**config.mk**
```make
export PLATFORM = sky130hd
export DESIGN_NAME = hazard_scheduler
export DESIGN_NICKNAME = d
export VERILOG_FILES = /design/src/rtl/hazard_scheduler.sv
export SDC_FILE = /design/constraint.sdc
export NUM_CORES = 1
export LEC_CHECK = 0
export CELL_PAD_IN_SITES_DETAIL_PLACEMENT = 1
export CELL_PAD_IN_SITES_GLOBAL_PLACEMENT = 2
export CORE_MARGIN = 1
export CORE_UTILIZATION = 42
export DETAILED_ROUTE_END_ITERATION = 8
export DONT_BUFFER_PORTS = 1
export HOLD_SLACK_MARGIN = 0.15
export PLACE_DENSITY = 0.8
export SETUP_SLACK_MARGIN = 0.2
export SKIP_LAST_GASP = 1
export SYNTH_ARGS = -nofsm -noshare
export SYNTH_HDL_FRONTEND = slang
export SYNTH_SLANG_ARGS = --single-unit
export TNS_END_PERCENT = 30
```
**constraint.sdc**
```tcl
create_clock -name clk -period 4.4 [get_ports clk]
set_clock_uncertainty 0.15 [all_clocks]
set_input_delay 0.88 -clock clk [delete_from_list [all_inputs] [get_ports clk]]
set_output_delay 0.88 -clock clk [all_outputs]
set_load 0.005 [all_outputs]
```
**src/rtl/hazard_scheduler.sv**
```systemverilog
// Scoreboard-based issue scheduler for the decode stage: per-register writeback timers gate issue,
// drive freeze/bubble/if_flush, and count stall cycles. Optional macro: FORWARDING_EN.
module hazard_scheduler #(
  parameter int unsigned WB_LATENCY = 3,
  parameter int unsigned CNT_W      = 16
) (
  input  logic             clk,
  input  logic             rst,
  input  logic             id_valid,
  input  logic [4:0]       id_src1,
  input  logic [4:0]       id_src2,
  input  logic             id_uses_src2,
  input  logic [4:0]       id_dest,
  input  logic             id_wb_en,
  input  logic             id_mem_r_en,
  input  logic             br_taken,
  output logic             freeze,
  output logic             bubble,
  output logic             if_flush,
  output logic             issue,
  output logic             sb_busy,
  output logic [CNT_W-1:0] stall_cnt
);

  localparam logic [2:0] LAT_VAL = 3'(WB_LATENCY);

  logic [2:0]  timer [1:31];
  logic [31:0] pend_vec;
  logic        hazard;
  logic        set_en;
  logic [2:0]  load_val;

  // r0 is hardwired as never pending, so it needs no timer storage.
  always_comb begin
    pend_vec    = '0;
    for (int unsigned r = 1; r < 32; r++) begin
      pend_vec[r] = (timer[r] != '0);
    end
  end

  always_comb begin
    hazard = id_valid & (pend_vec[id_src1] | (id_uses_src2 & pend_vec[id_src2]));
  end

  always_comb begin
    freeze   = 1'b0;
    bubble   = 1'b0;
    if_flush = 1'b0;
    issue    = 1'b0;
    if (br_taken) begin
      if_flush = 1'b1;
      bubble   = 1'b1;
    end else if (hazard) begin
      freeze   = 1'b1;
      bubble   = 1'b1;
    end else begin
      issue    = id_valid;
    end
  end

`ifdef FORWARDING_EN
  // Only loads need a scoreboard entry; everything else is covered by forwarding.
  always_comb begin
    set_en   = issue & id_wb_en & id_mem_r_en;
    load_val = 3'd1;
  end
`else
  logic unused_mem_r_en;
  assign unused_mem_r_en = id_mem_r_en;

  always_comb begin
    set_en   = issue & id_wb_en;
    load_val = LAT_VAL;
  end
`endif

  // A fresh issue to a register reloads its timer; all others drain regardless of stalls.
  always_ff @(posedge clk or negedge rst) begin
    if (!rst) begin
      for (int unsigned r = 1; r < 32; r++) begin
        timer[r] <= '0;
      end
    end else begin
      for (int unsigned r = 1; r < 32; r++) begin
        if (set_en && (id_dest == 5'(r))) begin
          timer[r] <= load_val;
        end else if (timer[r] != '0) begin
          timer[r] <= timer[r] - 3'd1;
        end
      end
    end
  end

  always_ff @(posedge clk or negedge rst) begin
    if (!rst) begin
      stall_cnt <= '0;
    end else if (freeze && (stall_cnt != '1)) begin
      stall_cnt <= stall_cnt + 1'b1;
    end
  end

  always_comb begin
    sb_busy = |pend_vec;
  end

  a_flush_not_freeze: assert property (@(posedge clk) disable iff (!rst) !(if_flush && freeze));
  a_issue_no_bubble:  assert property (@(posedge clk) disable iff (!rst) !(issue && bubble));

endmodule
```
# Yosys cells after proc, flatten, opt, wreduce, memory -nomap -nowiden
# Cells that the tools add are included.
word_totals:
  reg_bits: 109
  inputBits: 22
  out_inout_bits: 21
  word_cells: 269
op_classes:
  n_addsub: 32
  magnitude_cmp: 2
  eq_ne: 32
  muxes: 72
  bitwise_logic: 4
  n_reduce_logical: 95
ops:
  columns: ["operator", "n"]
  rows:
  - ["3-bit two-way mux", 62]
  - ["3-bit nonzero test", 31]
  - ["3-bit by 1-bit subtractor with 3-bit output, second input constant", 31]
  - ["5-bit == test, second input constant", 16]
  - ["2-bit nonzero test", 31]
  - ["5-bit by 4-bit == test with 1-bit output, second input constant", 8]
  - ["1-bit logical AND", 32]
  - ["31-bit OR reduction", 1]
  - ["5-bit by 3-bit == test with 1-bit output, second input constant", 4]
  - ["16-bit by 1-bit adder with 16-bit output, second input constant", 1]
  - ["16-bit != test, second input constant", 1]
  - ["5-bit by 6-bit < comparator with 1-bit output, second input constant", 2]
  - ["1-bit binary-select mux with 5-bit select", 2]
  - ["5-bit by 2-bit == test with 1-bit output, second input constant", 2]
  - ["1-bit two-way mux", 8]
  - ["5-bit by 1-bit == test with 1-bit output, second input constant", 1]
  - ["1-bit AND", 3]
  - ["1-bit OR", 1]

# Longest topological paths before layout
depth:
  ltp_word: 11
  mapped_depth: 12
  ltp_nobuf: 11

# Worst setup path before layout
# OpenSTA, ideal clock, no wires.
synth_path:
  path_kind: "input -> output"
  start: "in id_src2[3]"
  end: "out issue"
  arrival_time_ns: 2.674
  required_time_ns: 3.370
  slack_ns: 0.696
  cell_stages: 9
  path_buffers: 2
  cell_sequence: "buf_2 inv_1 mux4_2 o21ai_0 a311oi_1 nor3_4 nand2_4 inv_2 buf_2"
synth_via:
  elab_chain_cells: 7
synth_lines:
  columns: ["element", "line_no", "text"]
  rows:
  - ["start, declared", "11", "input logic [4:0] id_src2,"]
  - ["1-bit binary-select mux with 5-bit select", "42", "hazard = id_valid & (pend_vec[id_src1] | (id_uses_src2 & pend_vec[id_src2]));"]
  - ["1-bit two-way mux (implied by the code)", "42", null]
  - ["1-bit AND", "42", null]
  - ["1-bit OR", "42", null]
  - ["1-bit AND", "42", null]
  - ["1-bit two-way mux", "53", "end else if (hazard) begin"]
  - ["1-bit two-way mux", "50", "if (br_taken) begin"]
  - ["end, declared", "20", "output logic issue,"]
# No other way between the ends. The select of a mux whose other input is x is not followed.

# Final worst setup path
layout_path:
  start: "reg timer[75] (netlist bit)"
  end: "out bubble"
layout_via:
  elab_chain_cells: 8
  word_cells_on_any_way: 10
  classes_between: "mux: 6; bitwise: 3; reduce/logical: 1"
layout_lines:
  columns: ["element", "line_no", "text"]
  rows:
  - ["start, declared", "27", "logic [2:0] timer [1:31];"]
  - ["start signal, assigned by index", "86", "timer[r] <= load_val;"]
  - ["start signal, assigned by index", "88", "timer[r] <= timer[r] - 3'd1;"]
  - ["3-bit nonzero test (*)", "37", "pend_vec[r] = (timer[r] != '0);"]
  - ["1-bit binary-select mux with 5-bit select", "42", null]
  - ["1-bit two-way mux (implied by the code)", "42", null]
  - ["1-bit AND", "42", null]
  - ["1-bit OR (*)", "42", null]
  - ["1-bit AND (*)", "42", null]
  - ["1-bit two-way mux (*)", "53", null]
  - ["1-bit two-way mux (*)", "50", null]
  - ["end, declared", "18", "output logic bubble,"]
# Every way passes the cells marked *; elsewhere a longest branch is shown, timed or not. The select of a mux whose other input is x is not followed.

==> impl_metrics.json <==
{
  "cp-start-kind": "flip-flop",
  "pwr_density_cell_mw_per_mm2": 691,
  "syn_inst": 713,
  "p_leak_nw": 3.36,
  "p_sw_w": 0.00207,
  "synth-edff-count": 0,
  "required_ps": 3370,
  "grt_pass1_wl_um": 29600,
  "total_power_w": 0.00519,
  "clk_latency_ps": 360,
  "nets": 789,
  "synth_top_family_by_area": "simple AND/OR/NAND/NOR gates",
  "drv_cap": 0,
  "hpwl_um": 12800,
  "setup_viol": 0,
  "die_area_mm2": 0.0171,
  "outcome": "completed",
  "hold_viol": 0,
  "layout-drive-gt1-share_pct": 9.03,
  "gp_congestion": 0.824,
  "fill_cells": 1789,
  "avgSynthCellArea_um2": 9.78,
  "area.sequential_mm2": 0.00273,
  "first_iter_violations": 230,
  "crit_path_cell_trace": "inv_1 -> ha_1 -> nor2b_1 -> mux4_2 -> and2_1 -> o21a_1 -> o31ai_4 -> nor3_4 -> o21bai_1",
  "ys_seq_elements": 109,
  "start_util_pct": 43.4,
  "finalSetupTns_ps": 0,
  "clkSlewWorstSetupHoldPaths_ps": 80,
  "fp.coreArea_mm2": 0.0161,
  "portBuffers": 0,
  "synth-compound-area-share_pct": 14.5,
  "via_per_inst": 5.75,
  "routedWlPerCell_um": 20.0,
  "ctsResizeCount": 0,
  "clock-sinks": 109,
  "arrival_ps": 2910,
  "setup_slack_ps": 457,
  "grt_max_degree": 110,
  "synth-simple-area-share_pct": 14.6,
  "async_flop_share_pct": 100,
  "n_antenna_cell": 0,
  "slew_headroom_pct": 33.7,
  "seq_power_share_pct": 34.9,
  "chipHeight_um": 131,
  "place_worst_setup_slack_ps": 545,
  "synth_ff_type": "dfrtp_1",
  "cts_tree": "built",
  "firstDrtPassIters": 4,
  "period_needed_ps": 3940,
  "io_pins": 43,
  "synth_cell_types": 54,
  "synth_mux_area_share_pct": 8.73,
  "die_w_um": 131,
  "synth_seq_area_share_pct": 39.1,
  "syn2layout_area_growth_pct": 7.60,
  "grtUsageTotal_pct": 23.3,
  "multi_input_area_mm2": 0.00381,
  "p_clk_share_pct": 16.3,
  "first_global_vias": 5635,
  "p_int_w": 0.00313,
  "clockBufferDepth": 2,
  "post-route-period-util_pct": 89.6,
  "cts_root_buf": "clkbuf_16",
  "gr-total-overflow": 0,
  "critPathMaxFanout": 14,
  "yosys_warnings": 0,
  "antenna_found_initial": 0,
  "rows": 46,
  "tightest_slew_ps": 992,
  "hp-class": "in -> async",
  "rsz0062_at_grt": "false",
  "power_frac_comb_pct": 48.9,
  "cts-buffers-inserted": 9,
  "max_freq_mhz": 254,
  "post-route-drc-count": 0,
  "syn_nets": 798,
  "postRouteAntennaNets": 0,
  "irDropWorstVdd_v": 0.000239,
  "crit_type": "reg -> out",
  "vias": 5315,
  "critPathSlowestCell": "nor3_4",
  "slowest_delay_ps": 520,
  "cp-end-kind": "output pin",
  "swShare_pct": 39.8,
  "synth_xor_area_share_pct": 5.52,
  "netlist_area_mm2": 0.00698,
  "cts.htree.levels": 3,
  "maxSlewViolCount": 0,
  "synthAdderAreaFrac_pct": 11.3,
  "wl_um": 18500
}
-- cells by family (layout without fill, tap and decap cells) --
kind of cell               count (synthesis)  after routing
muxes                                     48             48
DFF                                      109            109
adders and majority gates                 63             63
buffers and inverters                    107            103
xor gates and xnor gates                  44             44
AOI/OAI and AO/OA                        147            147
and+or+nand+nor                          195            195
-- routing by layer --
metal	GRT usage (%)	wire length, um
met1	29.4	8180
met2	41.1	9220
met5	0	0
met4	6.63	289
met3	3.91	769
-- sequential cells by signal, indices dropped and copies added (netlist names) --
register / flops
stall_cnt: 16
timer: 93
-- final timing paths --
| check | slack [ps] | to | cells after the start | startpoint |
|---|---|---|---|---|
| min reg2reg | 370 | stall_cnt[5] | 1 | stall_cnt[5] |
| min in group clk | 370 | stall_cnt[5] | 1 | stall_cnt[5] |
| max in group asynchronous | 3350 | timer[43] | 1 | rst |
| max | 460 | bubble | 9 | timer[75] |
| max reg2reg | 940 | timer[12] | 11 | timer[75] |
| min | 280 | stall_cnt[15] | 1 | rst |
-- area by class of cell --
cell class	count	share of cell area, %
multi-input cells	497	50.7
flip-flops and latches	109	36.3
inverters	73	3.65
well taps	216	3.60
clock buffers	9	3.00
repair buffers	14	1.67
clock inverters	7	1.00
-- power by group through the flow --
| stage | logic [W] | registers [W] | clock network [W] |
|---|---|---|---|
| floorplan | 0.00201 | 0.00174 | 0 |
| global placement | 0.00230 | 0.00179 | 0 |
| detailed placement | 0.00252 | 0.00182 | 0 |
| CTS | 0.00256 | 0.00181 | 0.000863 |
| global route | 0.00293 | 0.00187 | 0.000906 |
| finish | 0.00254 | 0.00181 | 0.000844 |
-- per-stage QoR --
| step | hold slack [ps] | cell area [um2] | cells | util, % |
|---|---|---|---|---|
| final | 284 | 7510 | 925 | 46.8 |
| after global routing | 322 | 7510 | 925 | 46.8 |
| after CTS | 341 | 7480 | 921 | 46.6 |
| after detailed placement | 356 | 7150 | 904 | 44.5 |
| after global placement | 352 | 7150 | 904 | 44.5 |
| after floorplan | 328 | 6980 | 713 | - |
-- cells in the mapped netlist (4+ instances only) --
cell type | count | share of area (%)
nand3_1 | 6 | 0.43
nand3b_1 | 5 | 0.54
buf_1 | 5 | 0.27
xor2_1 | 10 | 1.3
nand2b_1 | 31 | 2.8
nor2b_1 | 5 | 0.45
inv_2 | 4 | 0.22
nor2_1 | 46 | 2.5
ha_1 | 63 | 11
a21oi_1 | 5 | 0.36
nor4_1 | 10 | 0.90
o31ai_1 | 58 | 6.2
mux2i_1 | 35 | 5.0
a31oi_1 | 33 | 3.0
clkbuf_1 | 18 | 0.97
nor3_1 | 13 | 0.93
dfrtp_1 | 109 | 39
mux4_2 | 10 | 3.2
buf_2 | 6 | 0.43
o21ai_0 | 33 | 2.4
xnor2_1 | 34 | 4.3
inv_1 | 69 | 3.7
nand2_1 | 49 | 2.6
-- critical path, delay by kind of cell, from the launching register on --
kind | cells | cell delay, ps
buf+inv | 1 | 110
simple gates | 3 | 1090
mux | 1 | 340
fa+ha+maj | 1 | 190
compound gates | 3 | 460
flops | 1 | 360
-- timing repair --
action | CTS | global route
buffers inserted | 0 | 4
hold buffers | 1 | 0
hold endpoints to repair | 109 | 0
setup endpoints to repair | 0 | 3
-- cells in the final DEF (no fill, tap or decap), types with 4 or more instances in the layout --
cell and count:
inv_2 4, nor4_1 10, nor2_1 46, xnor2_1 34, dfrtp_1 109, nor2b_1 5
nand3_1 6, o31ai_1 58, xor2_1 10, clkbuf_16 9, mux4_2 10, mux2i_1 35
nand2b_1 31, nor3_1 13, nand3b_1 5, a21oi_1 5, a31oi_1 33, o21ai_0 33
buf_4 13, nand2_1 49, inv_1 69, ha_1 63
Power figures use the tool's default switching activity.
